<file path="src/rtl/result_uart_tx.sv">
// FIFO-buffered 8N1 serial reporter for {flags, result} snapshots.
// Define RESULT_TX_CHECKSUM_EN to append an XOR checksum byte (B5) to every frame.
module result_uart_tx #(
    parameter int CLKS_PER_BIT = 434,
    parameter int FIFO_DEPTH   = 2
) (
    input  logic        CLOCK_50,
    input  logic        reset,
    input  logic        result_valid,
    input  logic [31:0] result_in,
    input  logic [3:0]  flags_in,
    output logic        uart_txd,
    output logic        busy,
    output logic        overflow
);

    localparam int          AW        = $clog2(FIFO_DEPTH);
    localparam logic [15:0] BAUD_LAST = 16'(CLKS_PER_BIT - 1);
    localparam logic [AW:0] PTR_ONE   = (AW + 1)'(1);
`ifdef RESULT_TX_CHECKSUM_EN
    localparam int          NUM_BYTES = 6;
`else
    localparam int          NUM_BYTES = 5;
`endif
    localparam logic [2:0]  LAST_BYTE = 3'(NUM_BYTES - 1);

    typedef enum logic [1:0] {
        ST_IDLE,
        ST_START,
        ST_DATA,
        ST_STOP
    } state_t;

    state_t      state_q, state_d;
    logic [15:0] baud_q, baud_d;
    logic [2:0]  bit_idx_q, bit_idx_d;
    logic [2:0]  byte_idx_q, byte_idx_d;
    logic [7:0]  shift_q, shift_d;
    logic [35:0] rec_q, rec_d;
    logic        txd_q, txd_d;
    logic        overflow_q, overflow_d;
    logic [AW:0] wr_ptr_q, wr_ptr_d;
    logic [AW:0] rd_ptr_q, rd_ptr_d;

    logic [35:0] mem_q [0:FIFO_DEPTH-1];

    logic        fifo_empty;
    logic        fifo_full;
    logic        pop;
    logic        push;
    logic        baud_done;
    logic [35:0] head;
    logic [2:0]  next_idx;
    logic [7:0]  frame_byte [0:7];

    // Pointers carry one extra wrap bit so full and empty can be told apart.
    assign fifo_empty = (wr_ptr_q == rd_ptr_q);
    assign fifo_full  = (wr_ptr_q[AW] != rd_ptr_q[AW]) &&
                        (wr_ptr_q[AW-1:0] == rd_ptr_q[AW-1:0]);
    assign pop        = (state_q == ST_IDLE) && !fifo_empty;
    assign push       = result_valid && (!fifo_full || pop);
    assign head       = mem_q[rd_ptr_q[AW-1:0]];
    assign baud_done  = (baud_q == BAUD_LAST);
    assign next_idx   = byte_idx_q + 3'd1;

    assign frame_byte[0] = {4'hA, rec_q[35:32]};

    genvar gi;
    generate
        for (gi = 0; gi < 4; gi++) begin : g_result_bytes
            assign frame_byte[gi+1] = rec_q[31-8*gi -: 8];
        end
`ifdef RESULT_TX_CHECKSUM_EN
        assign frame_byte[5] = frame_byte[0] ^ frame_byte[1] ^ frame_byte[2] ^
                               frame_byte[3] ^ frame_byte[4];
`endif
        for (gi = NUM_BYTES; gi < 8; gi++) begin : g_unused_bytes
            assign frame_byte[gi] = 8'h00;
        end
    endgenerate

    always_comb begin
        state_d    = state_q;
        baud_d     = baud_q;
        bit_idx_d  = bit_idx_q;
        byte_idx_d = byte_idx_q;
        shift_d    = shift_q;
        rec_d      = rec_q;
        overflow_d = overflow_q;
        wr_ptr_d   = wr_ptr_q;
        rd_ptr_d   = rd_ptr_q;

        if (push) begin
            wr_ptr_d = wr_ptr_q + PTR_ONE;
        end
        if (pop) begin
            rd_ptr_d = rd_ptr_q + PTR_ONE;
        end
        if (result_valid && fifo_full && !pop) begin
            overflow_d = 1'b1;
        end

        case (state_q)
            ST_IDLE: begin
                if (pop) begin
                    rec_d      = head;
                    shift_d    = {4'hA, head[35:32]};
                    byte_idx_d = 3'd0;
                    baud_d     = 16'd0;
                    state_d    = ST_START;
                end
            end
            ST_START: begin
                if (baud_done) begin
                    baud_d    = 16'd0;
                    bit_idx_d = 3'd0;
                    state_d   = ST_DATA;
                end else begin
                    baud_d = baud_q + 16'd1;
                end
            end
            ST_DATA: begin
                if (baud_done) begin
                    baud_d  = 16'd0;
                    shift_d = shift_q >> 1;
                    if (bit_idx_q == 3'd7) begin
                        state_d = ST_STOP;
                    end else begin
                        bit_idx_d = bit_idx_q + 3'd1;
                    end
                end else begin
                    baud_d = baud_q + 16'd1;
                end
            end
            ST_STOP: begin
                if (baud_done) begin
                    baud_d = 16'd0;
                    if (byte_idx_q == LAST_BYTE) begin
                        state_d = ST_IDLE;
                    end else begin
                        byte_idx_d = next_idx;
                        shift_d    = frame_byte[next_idx];
                        state_d    = ST_START;
                    end
                end else begin
                    baud_d = baud_q + 16'd1;
                end
            end
            default: begin
                state_d = ST_IDLE;
            end
        endcase

        // The line level is derived from the next state so the pin is a plain flop.
        case (state_d)
            ST_START: txd_d = 1'b0;
            ST_DATA:  txd_d = shift_d[0];
            default:  txd_d = 1'b1;
        endcase
    end

    always_ff @(posedge CLOCK_50) begin
        if (reset) begin
            state_q    <= ST_IDLE;
            baud_q     <= 16'd0;
            bit_idx_q  <= 3'd0;
            byte_idx_q <= 3'd0;
            shift_q    <= 8'd0;
            rec_q      <= 36'd0;
            txd_q      <= 1'b1;
            overflow_q <= 1'b0;
            wr_ptr_q   <= '0;
            rd_ptr_q   <= '0;
        end else begin
            state_q    <= state_d;
            baud_q     <= baud_d;
            bit_idx_q  <= bit_idx_d;
            byte_idx_q <= byte_idx_d;
            shift_q    <= shift_d;
            rec_q      <= rec_d;
            txd_q      <= txd_d;
            overflow_q <= overflow_d;
            wr_ptr_q   <= wr_ptr_d;
            rd_ptr_q   <= rd_ptr_d;
        end
    end

    always_ff @(posedge CLOCK_50) begin
        if (!reset && push) begin
            mem_q[wr_ptr_q[AW-1:0]] <= {flags_in, result_in};
        end
    end

    assign uart_txd = txd_q;
    assign busy     = (state_q != ST_IDLE) || !fifo_empty;
    assign overflow = overflow_q;

endmodule

</file>
<file path="config.mk">
export PLATFORM = sky130hd
export DESIGN_NAME = result_uart_tx
export DESIGN_NICKNAME = d
export VERILOG_FILES = /design/src/rtl/result_uart_tx.sv
export SDC_FILE = /design/constraint.sdc
export NUM_CORES = 1
export LEC_CHECK = 0
export CAP_MARGIN = 20
export CORE_ASPECT_RATIO = 1.25
export CORE_MARGIN = 2
export CORE_UTILIZATION = 36
export DETAILED_ROUTE_END_ITERATION = 7
export GPL_TIMING_DRIVEN = 0
export PLACE_DENSITY = 0.56
export SYNTH_ARGS = -nofsm -noshare
export SYNTH_HDL_FRONTEND = slang
export SYNTH_SLANG_ARGS = --single-unit
</file>
<file path="constraint.sdc">
create_clock -name CLOCK_50 -period 5.1 [get_ports CLOCK_50]
set_clock_uncertainty 0.1 [all_clocks]
set_input_delay 1.02 -clock CLOCK_50 [delete_from_list [all_inputs] [get_ports CLOCK_50]]
set_output_delay 1.02 -clock CLOCK_50 [all_outputs]
set_load 0.02 [all_outputs]
</file>
After elaboration in Yosys (flattened, before gate mapping)
Memory sizes are Yosys's and may differ from the RTL's. A register that Yosys moved wholly into a read port is not among the register bits.
Index checks and enable logic that the tools add are counted.
{"block": "totals", "ramBits": 72, "n_memories": 1, "regBits": 74, "output_inout_bits": 3, "input_bits": 39}
{"block": "op_classes", "reduce_logical": 22, "n_eq_ne": 17, "n_addsub": 5, "n_mux": 31, "magnitude_cmp": 1, "bitwise": 1}
{"memory": "mem_q", "words": 2, "width": 36, "read_ports": 1, "rd_clocked_by_memory_dff": 1, "write_ports": 1, "line_no": "45", "rtl": "logic [35:0] mem_q [0:FIFO_DEPTH-1];"}
{"cell": "two-way mux 8 bit", "n": 6}
{"cell": "two-way mux 16 bit", "n": 2}
{"cell": "case mux 16 bit (2 select lines)", "n": 1}
{"cell": "binary-select mux 8 bit (select 3 bit)", "n": 1}
{"cell": "case mux 8 bit (3 select lines)", "n": 1}
{"cell": "two-way mux 3 bit", "n": 6}
{"cell": "adder 16 x 1 -> 16 bit (second input constant)", "n": 1}
{"cell": "equality test 16 x 9 -> 1 bit (second input constant)", "n": 1}
{"cell": "!= test 2 bit (second input constant)", "n": 6}
{"cell": "case mux 3 bit (2 select lines)", "n": 2}
{"cell": "two-way mux 2 bit", "n": 5}
{"cell": "case mux 2 bit (4 select lines)", "n": 1}
{"cell": "AND reduction 4 bit", "n": 2}
{"cell": "adder 3 x 1 -> 3 bit (second input constant)", "n": 2}
{"cell": "equality test 2 bit (second input constant)", "n": 3}
{"cell": "equality test 3 bit (second input constant)", "n": 2}
{"cell": "logical AND 1 bit", "n": 6}
{"cell": "nonzero test 2 bit", "n": 3}
{"cell": "two-way mux 1 bit", "n": 5}
{"cell": "AND reduction 5 bit", "n": 1}
{"cell": "adder 2 x 1 -> 2 bit (second input constant)", "n": 2}
{"cell": "equality test 2 x 1 -> 1 bit (second input constant)", "n": 2}
{"cell": "greater-or-equal comparator 4 bit (second input constant)", "n": 1}
{"cell": "logical NOT 1 bit", "n": 4}
{"cell": "10 further kinds", "n": 11}

Depth between registers and ports, before layout
Gate-level depths: netlist of run 1.
{"block": "logic_depth", "depth_word": 9, "mapped_depth": 9, "ltp_nobuf": 8}

Least setup slack after synthesis of run 1
OpenSTA, ideal clock, no wires.
{"block": "synth_path", "path_type": "input to register", "startpoint": "input port reset", "endpoint": "memory mem_q[0][0], enable pin", "arrival_time_ns": 3.877, "path_stages": 3, "slack_ns": 0.649, "setup_time_ns": 0.474, "required_ns": 4.526, "cell_sequence": "clkbuf_1 -> clkbuf_1 -> nor3_1"}
{"block": "synth_between", "elab_chain_cells": 4}
{"item": "start: declaration", "line_no": "8", "rtl": "input logic reset,"}
{"item": "logical NOT 1 bit", "line_no": "189", "rtl": "if (!reset && push) begin"}
{"item": "logical AND 1 bit", "line_no": "189"}
{"item": "two-way mux 1 bit", "line_no": "189"}
{"item": "two-way mux 1 bit (not written as such)", "line_no": "190", "rtl": "mem_q[wr_ptr_q[AW-1:0]] <= {flags_in, result_in};"}
{"item": "end: declaration", "line_no": "45"}
Every way passes these cells.

Worst setup path in the final report of run 1
{"block": "layout_path", "startpoint": "register rd_ptr_q[1]", "endpoint": "output port busy"}
{"block": "layout_between", "elab_chain_cells": 3}
{"item": "start: declaration", "line_no": "43", "rtl": "logic [AW:0] rd_ptr_q, rd_ptr_d;"}
{"item": "start signal: assignment", "line_no": "184", "rtl": "rd_ptr_q <= rd_ptr_d;"}
{"item": "equality test 2 bit", "line_no": "57", "rtl": "assign fifo_empty = (wr_ptr_q == rd_ptr_q);"}
{"item": "logical NOT 1 bit", "line_no": "195", "rtl": "assign busy = (state_q != ST_IDLE) || !fifo_empty;"}
{"item": "logical OR 1 bit", "line_no": "195"}
{"item": "end: declaration", "line_no": "13", "rtl": "output logic busy,"}
Every way passes these cells.

==> metrics, run 1 <==
Reg2Reg Setup Slack=2.63 ns; WHS Endpoint=bit_idx_q[2]; Worst-path clk slew=0.06 ns; final WL=around 13000 um; CTS root buf=clkbuf_16; post-synth top area share=35.87%; critical path arrival=2.50 ns; worst r2r dst=mem_q[0][11]; Synth cell types=50; register bit total from synthesis=147; PortBufs=40; hold_sp=bit_idx_q[2]; post-layout min period=approximately 3.6 ns; Main synth FF type=dfxtp_1; GRT met3 Usage=3.949%; CTS H-tree lvls=4; Setup crit end kind=output port; FILL cells=1541; Syn. warnings=0; top post-synthesis cells by area=edfxtp_1 36%, dfxtp_1 25%, mux2i_1 6.8%; initial core utilization=a little under two fifths; number of cells produced by synthesis=526; Final Hold Vio Count=0; postcts setup bufs=0; worst hold slack=between 0.3 and 0.4 ns; pin count of the biggest net entering global routing=17; core area=around 16000 um2; P&R area growth vs syn=22.88%; Finished Core Util=45.53%; Crit path max-delay family=buffers and inverters; Critical R2R Launch=rd_ptr_q[0]; Post-synth ARST share=0%; slew margin rel.=51.61%; DRT iter0 DRCs=~360; clock buffer count from CTS=17; Max Fclk=275.9 MHz; Avg WL per Cell=15.73 um; slowest stage delay, CP=roughly 0.55 ns; sequential share of the synthesized area=about 60%; mapped cell area=6027 um2; PostCTS Resize Cnt=0; Clock Latency Late Sink=0.42 ns; FF-to-FF path depth=6; clk sinks=147; total gr overflow=0; Worst Path Max Fanout=10; Setup-failing EPs final=0; placed cell area=6775 um2; initial antenna violation count=0; max cap viols=0; DR vias=4224; pins over their slew limit=0; VDD IR-drop max=228.7 uV; synth cell count leaders=75 x dfxtp_1, 72 x edfxtp_1, 64 x nor2_1; met1 Track Usage GR=between 10% and 20%; die width=119.7 um; crit path buf inv count=4; worst endpoint required time=between 3 and 4 ns; ANT cells=0; GR Util met2=26.89%; cell taking the most area after synthesis=edfxtp_1; Pleak=2.484 nW; vias in the first global route=roughly 4200; num rows=52; fin cells=821; Avg Vias per Cell=just over 5; syn_nets=571; placed cell count=788; worst hold path type=reg2reg; status=complete, no violations; count leader, synth=dfxtp_1; chip height=148.7 um; Setup CP Type=reg2out; Worst Tran Pin Value=0.7259 ns; pwr dens=between 500 and 600 nW/um2; final clock period utilization by the worst path=between 70% and 80%; Power Total=0.003987 W; # nets final=637; cell mode on critical path=buf_2; critical path startpoint category=register; I/O Pins=42; DPL Wire Length=9332 um; Routability Congestion=approximately 0.82; Critical Path, Cell by Cell=xor2_1 -> nor4_2 -> buf_2 -> inv_1 -> buf_2 -> clkdlybuf4s50_1; cell area after layout=7406 um2; Antenna Nets Post-Route=0; CTS tree=done; RSZ-0062 raised after global routing=false; cts-stage hold buffer count=0; Die ar.=17800 um2; gr busiest metal=met2; worst hold path cell count=2; first-pass GRT wire length=21020 um; drt drc=0; Clock Path Buffers=2; Avg Cell Area, Syn=between 10 and 15 um2; fraction of layout cells with a size suffix above 1=9.587%; Critical-path top delay cell=clkdlybuf4s50_1; Post-synth EDFFs=72; GRT Util Overall=15.38%; Initial DRT Pass Iterations=5
-- report_power, final --
group          leakage [nW]  total [W]  internal [W]  switching (W)
Combinational         0.906    0.00106      0.000431       0.000631
Sequential             1.28    0.00160       0.00146       0.000137
Clock                 0.302    0.00133      0.000866       0.000460
Total                  2.48    0.00399       0.00276        0.00123
-- flip-flops by register name, summed over array words and instances (netlist names), named ones only --
signal      count
state_q         2
baud_q         16
mem_q          72
byte_idx_q      3
bit_idx_q       3
uart_txd        1
rd_ptr_q        2
wr_ptr_q        2
rec_q          36
overflow        1
shift_q         8
-- layout make-up --
class / count / area (um2) / share of cell area (%)
Inverter: 6 / 22.52 / 0.3041
Clock buffer: 22 / 444.2 / 5.998
Clock inverter: 10 / 181.4 / 2.450
Tap cell: 216 / 270.3 / 3.649
Timing Repair Buffer: 47 / 473.0 / 6.386
Buffer: 33 / 142.6 / 1.926
Sequential cell: 147 / 3664 / 49.47
Multi-Input combinational cell: 340 / 2208 / 29.82
-- metal layers --
metal / wire length (um) / up-vias
met2: 6608 / 84
met3: 372 / 21
met1: 5687 / 2027
li1: - / 2092
met4: 244 / 0
met5: 0 / -
-- worst reg2reg max path, stage by stage, from the launching register on --
cell,delay (ns)
dfxtp_1,0.39
xor2_1,0.35
nor3b_1,0.12
nand2b_1,0.25
nor3_2,0.53
buf_6,0.26
buf_6,0.18
-- placed cells by master, fill, tap and decap left out, drive strengths merged, types with 5 or more instances in the layout --
| cell type | instances |
|---|---|
| a211oi | 34 |
| a21oi | 38 |
| a311oi | 8 |
| buf | 22 |
| bufinv | 5 |
| clkbuf | 40 |
| clkdlybuf4s50 | 40 |
| dfxtp | 75 |
| edfxtp | 72 |
| ha | 6 |
| inv | 6 |
| mux2i | 41 |
| nand2 | 40 |
| nand3 | 14 |
| nor2 | 65 |
| nor3 | 11 |
| o21ai | 23 |
-- logic make-up (layout without fill, tap and decap cells) --
| family | Yosys count | after routing | share of synthesized area (%) |
|---|---|---|---|
| AOI/OAI and AO/OA | 120 | 120 | 12.64 |
| adders and majority gates | 6 | 6 | 1.246 |
| xor gates and xnor gates | 8 | 8 | 1.162 |
| and+or+nand+nor | 160 | 160 | 13.12 |
| DFF | 147 | 147 | 60.78 |
| muxes | 46 | 46 | 8.304 |
| buffers and inverters | 39 | 118 | 2.740 |
-- through the flow --
stage	setup slack, ns	setup TNS, ns
after floorplan	0.6491	0
after global placement	-1.185	-84.82
after detailed placement	1.700	0
after CTS	1.234	0
after global routing	1.338	0
final	1.476	0
-- worst max-delay path by stage --
| stage | slack (ns) | startpoint | depth (start not counted) | endpoint |
|---|---|---|---|---|
| finish | 1.48 | rd_ptr_q[1] | 6 | busy |
| global placement | -1.18 | result_valid | 3 | mem_q[0][11] |
| CTS | 1.23 | rd_ptr_q[1] | 5 | busy |
| detailed placement | 1.70 | rd_ptr_q[1] | 5 | busy |
| floorplan | 0.65 | reset | 3 | mem_q[0][0] |
| global route | 1.34 | rd_ptr_q[1] | 6 | busy |
Power figures use the tool's default switching activity.
==> run 2, diff against run 1 <==
- PLACE_DENSITY: 0.56 -> 0.58
- clock period: 5.1 -> 3.3 ns (I/O delays scaled with it)
==> run 2 against run 1 <==
Compared with the run above:
- clock power up 38%
- highest routed layer unchanged
- largest power group unchanged
- cell count up 0.12%
- cell area decreased by 0.29%
- combinational power increased by 58%
==> metrics, run 2 (synthesized netlist as in run 1, its figures left out) <==
status=complete, no violations (unchanged); Worst Tran Pin Value=0.7347 ns (was 0.7259 ns); Antenna Nets Post-Route=0 (unchanged); RSZ-0062 raised after global routing=false (unchanged); CTS tree=done (unchanged); crit path buf inv count=3 (was 4); WHS Endpoint=bit_idx_q[2] (unchanged); worst hold path cell count=2 (unchanged); Avg WL per Cell=16.17 um (was 15.73 um); Clock Latency Late Sink=0.42 ns (about the same); max reg flops=72 (unchanged); Setup CP Type=reg2out (unchanged); # nets final=638 (was 637); fin cells=822 (was 821); slew margin rel.=51.02% (was 51.61%); Finished Core Util=45.40% (was 45.53%); VDD IR-drop max=434.5 uV (was 228.7 uV); Max Fclk=317.0 MHz; die width=119.7 um (unchanged); FILL cells=1539 (was 1541); commonest non-fill, non-tap cell in the layout=dfxtp_1 (unchanged); commonest cells after routing, fill and taps aside=75 x dfxtp_1, 72 x edfxtp_1, 64 x nor2_1 (unchanged); Routability Congestion=0.8375 (was 0.8215); Reg2Reg Setup Slack=0.92 ns (was 2.63 ns); Initial DRT Pass Iterations=4 (was 5); vias in the first global route=4273 (was 4162); core area=16270 um2 (unchanged); Setup crit end kind=output port (unchanged); CTS H-tree lvls=4 (unchanged); Critical-path top delay cell=clkdlybuf4s50_1 (unchanged); Crit. Startpoint=wr_ptr_q[1] (was rd_ptr_q[1]); drt drc=0 (unchanged); DPL Wire Length=9439 um (was 9332 um); I/O Pins=42 (unchanged); first-pass GRT wire length=21340 um (was 21020 um); total gr overflow=0 (unchanged); CTS root buf=clkbuf_16 (unchanged); clk sinks=147 (unchanged); cts-stage hold buffer count=0 (unchanged); placed cell count=788 (unchanged); post-layout min period=between 3 and 4 ns; Die ar.=17800 um2 (unchanged); max cap viols=0 (unchanged); initial antenna violation count=0 (unchanged); Worst-path clk slew=0.06 ns (about the same); PortBufs=40 (unchanged); slowest stage delay, CP=0.64 ns (was 0.55 ns); Worst Path Max Fanout=10 (unchanged); Setup-failing EPs final=0 (unchanged); final WL=13290 um (was 12910 um); Critical R2R Launch=byte_idx_q[0] (was rd_ptr_q[0]); hold_sp=bit_idx_q[2] (unchanged); P&R area growth vs syn=22.52% (was 22.88%); critical path arrival=2.39 ns (was 2.50 ns); DR vias=4202 (was 4224); num rows=52 (unchanged); pwr dens=812.1 nW/um2 (was 538.4 nW/um2); ANT cells=0 (unchanged); FF-to-FF path depth=9 (was 6); worst hold path type=reg2reg (unchanged); DRT iter0 DRCs=271 (was 363); chip height=148.7 um (unchanged); worst r2r dst=uart_txd (was mem_q[0][11]); Critical Path, Cell by Cell=xor2_1 -> nor4_4 -> inv_1 -> buf_2 -> clkdlybuf4s50_1 (was xor2_1 -> nor4_2 -> buf_2 -> inv_1 -> buf_2 -> clkdlybuf4s50_1); clock buffer count from CTS=17 (unchanged); initial core utilization=37.05% (unchanged); Avg Vias per Cell=5.112 (was 5.145); GRT Util Overall=15.56% (was 15.38%); critical path startpoint category=register (unchanged); Final Hold Vio Count=0 (unchanged); worst endpoint required time=2.54 ns (was 3.98 ns); pins over their slew limit=0 (unchanged); Pleak=2.460 nW (was 2.484 nW); Clock Path Buffers=2 (unchanged); pin count of the biggest net entering global routing=17 (unchanged); Crit path max-delay family=buffers and inverters (unchanged); final clock period utilization by the worst path=95.60%; fraction of layout cells with a size suffix above 1=10.23% (was 9.587%)
==> run 2: layout make-up <==
| cell class | count | area, um2 | area share (%) |
|---|---|---|---|
| plain buffers | 33 | 142.6 | 1.932 |
| clock buffers | 21 | 471.7 | 6.388 |
| clock inverters | 11 | 101.3 | 1.372 |
| inverters | 6 | 22.52 | 0.3050 |
| multi-input cells | 341 | 2237 | 30.29 |
| flip-flops and latches | 147 | 3664 | 49.61 |
| well taps | 216 | 270.3 | 3.660 |
| repair buffers | 47 | 475.5 | 6.438 |
==> run 2: metal layers <==
metal / vias up / routed length (um) / GRT usage, %
met4: 0 / 288 / 7.294
met2: 84 / 6934 / 27.31
met3: 20 / 465 / 4.141
met1: 2011 / 5601 / 17.59
met5: - / 0 / 0
li1: 2087 / - / -
==> run 2: how the worst max path moves through the flow <==
stage	endpoint	slack [ns]	depth (start not counted)
after global placement	mem_q[0][11]	-2.57	3
after detailed placement	busy	0.23	5
after global routing	busy	0.01	5
final	busy	0.15	5
after CTS	busy	0.05	5
after floorplan	mem_q[0][0]	-0.79	3
==> run 2: timing repair <==
action / in CTS / in global routing
gates cloned: 0 / 1
pin swaps: 0 / 1
setup buffers: 0 / 1
setup endpoints to repair: 1 / 1
resized for setup: 1 / 1
==> run 2: report_power, final <==
group	switching [W]	internal [W]
sequential	0.000220	0.00226
clock	0.000737	0.00110
combinational	0.000991	0.000684
total	0.00195	0.00405
==> run 2: tightest hold or removal path, stage by stage (launching register included) <==
cell,delay (ns)
dfxtp_1,0.31
nand3_1,0.06
a21oi_1,0.06
==> run 2: stage by stage <==
| step | power, W | area [um2] | setup TNS [ns] | setup WS, ns | hold slack (ns) |
|---|---|---|---|---|---|
| final | 0.005997 | 7385 | 0 | 0.1451 | 0.3838 |
| after CTS | 0.006011 | 7357 | 0 | 0.04915 | 0.3900 |
| after global routing | 0.006340 | 7385 | 0 | 0.01054 | 0.4180 |
| after floorplan | 0.003631 | 6027 | -56.94 | -0.7909 | 0.3357 |
| after global placement | 0.004089 | 6698 | -184.59 | -2.572 | 0.3638 |
| after detailed placement | 0.004148 | 6775 | 0 | 0.2267 | 0.3767 |
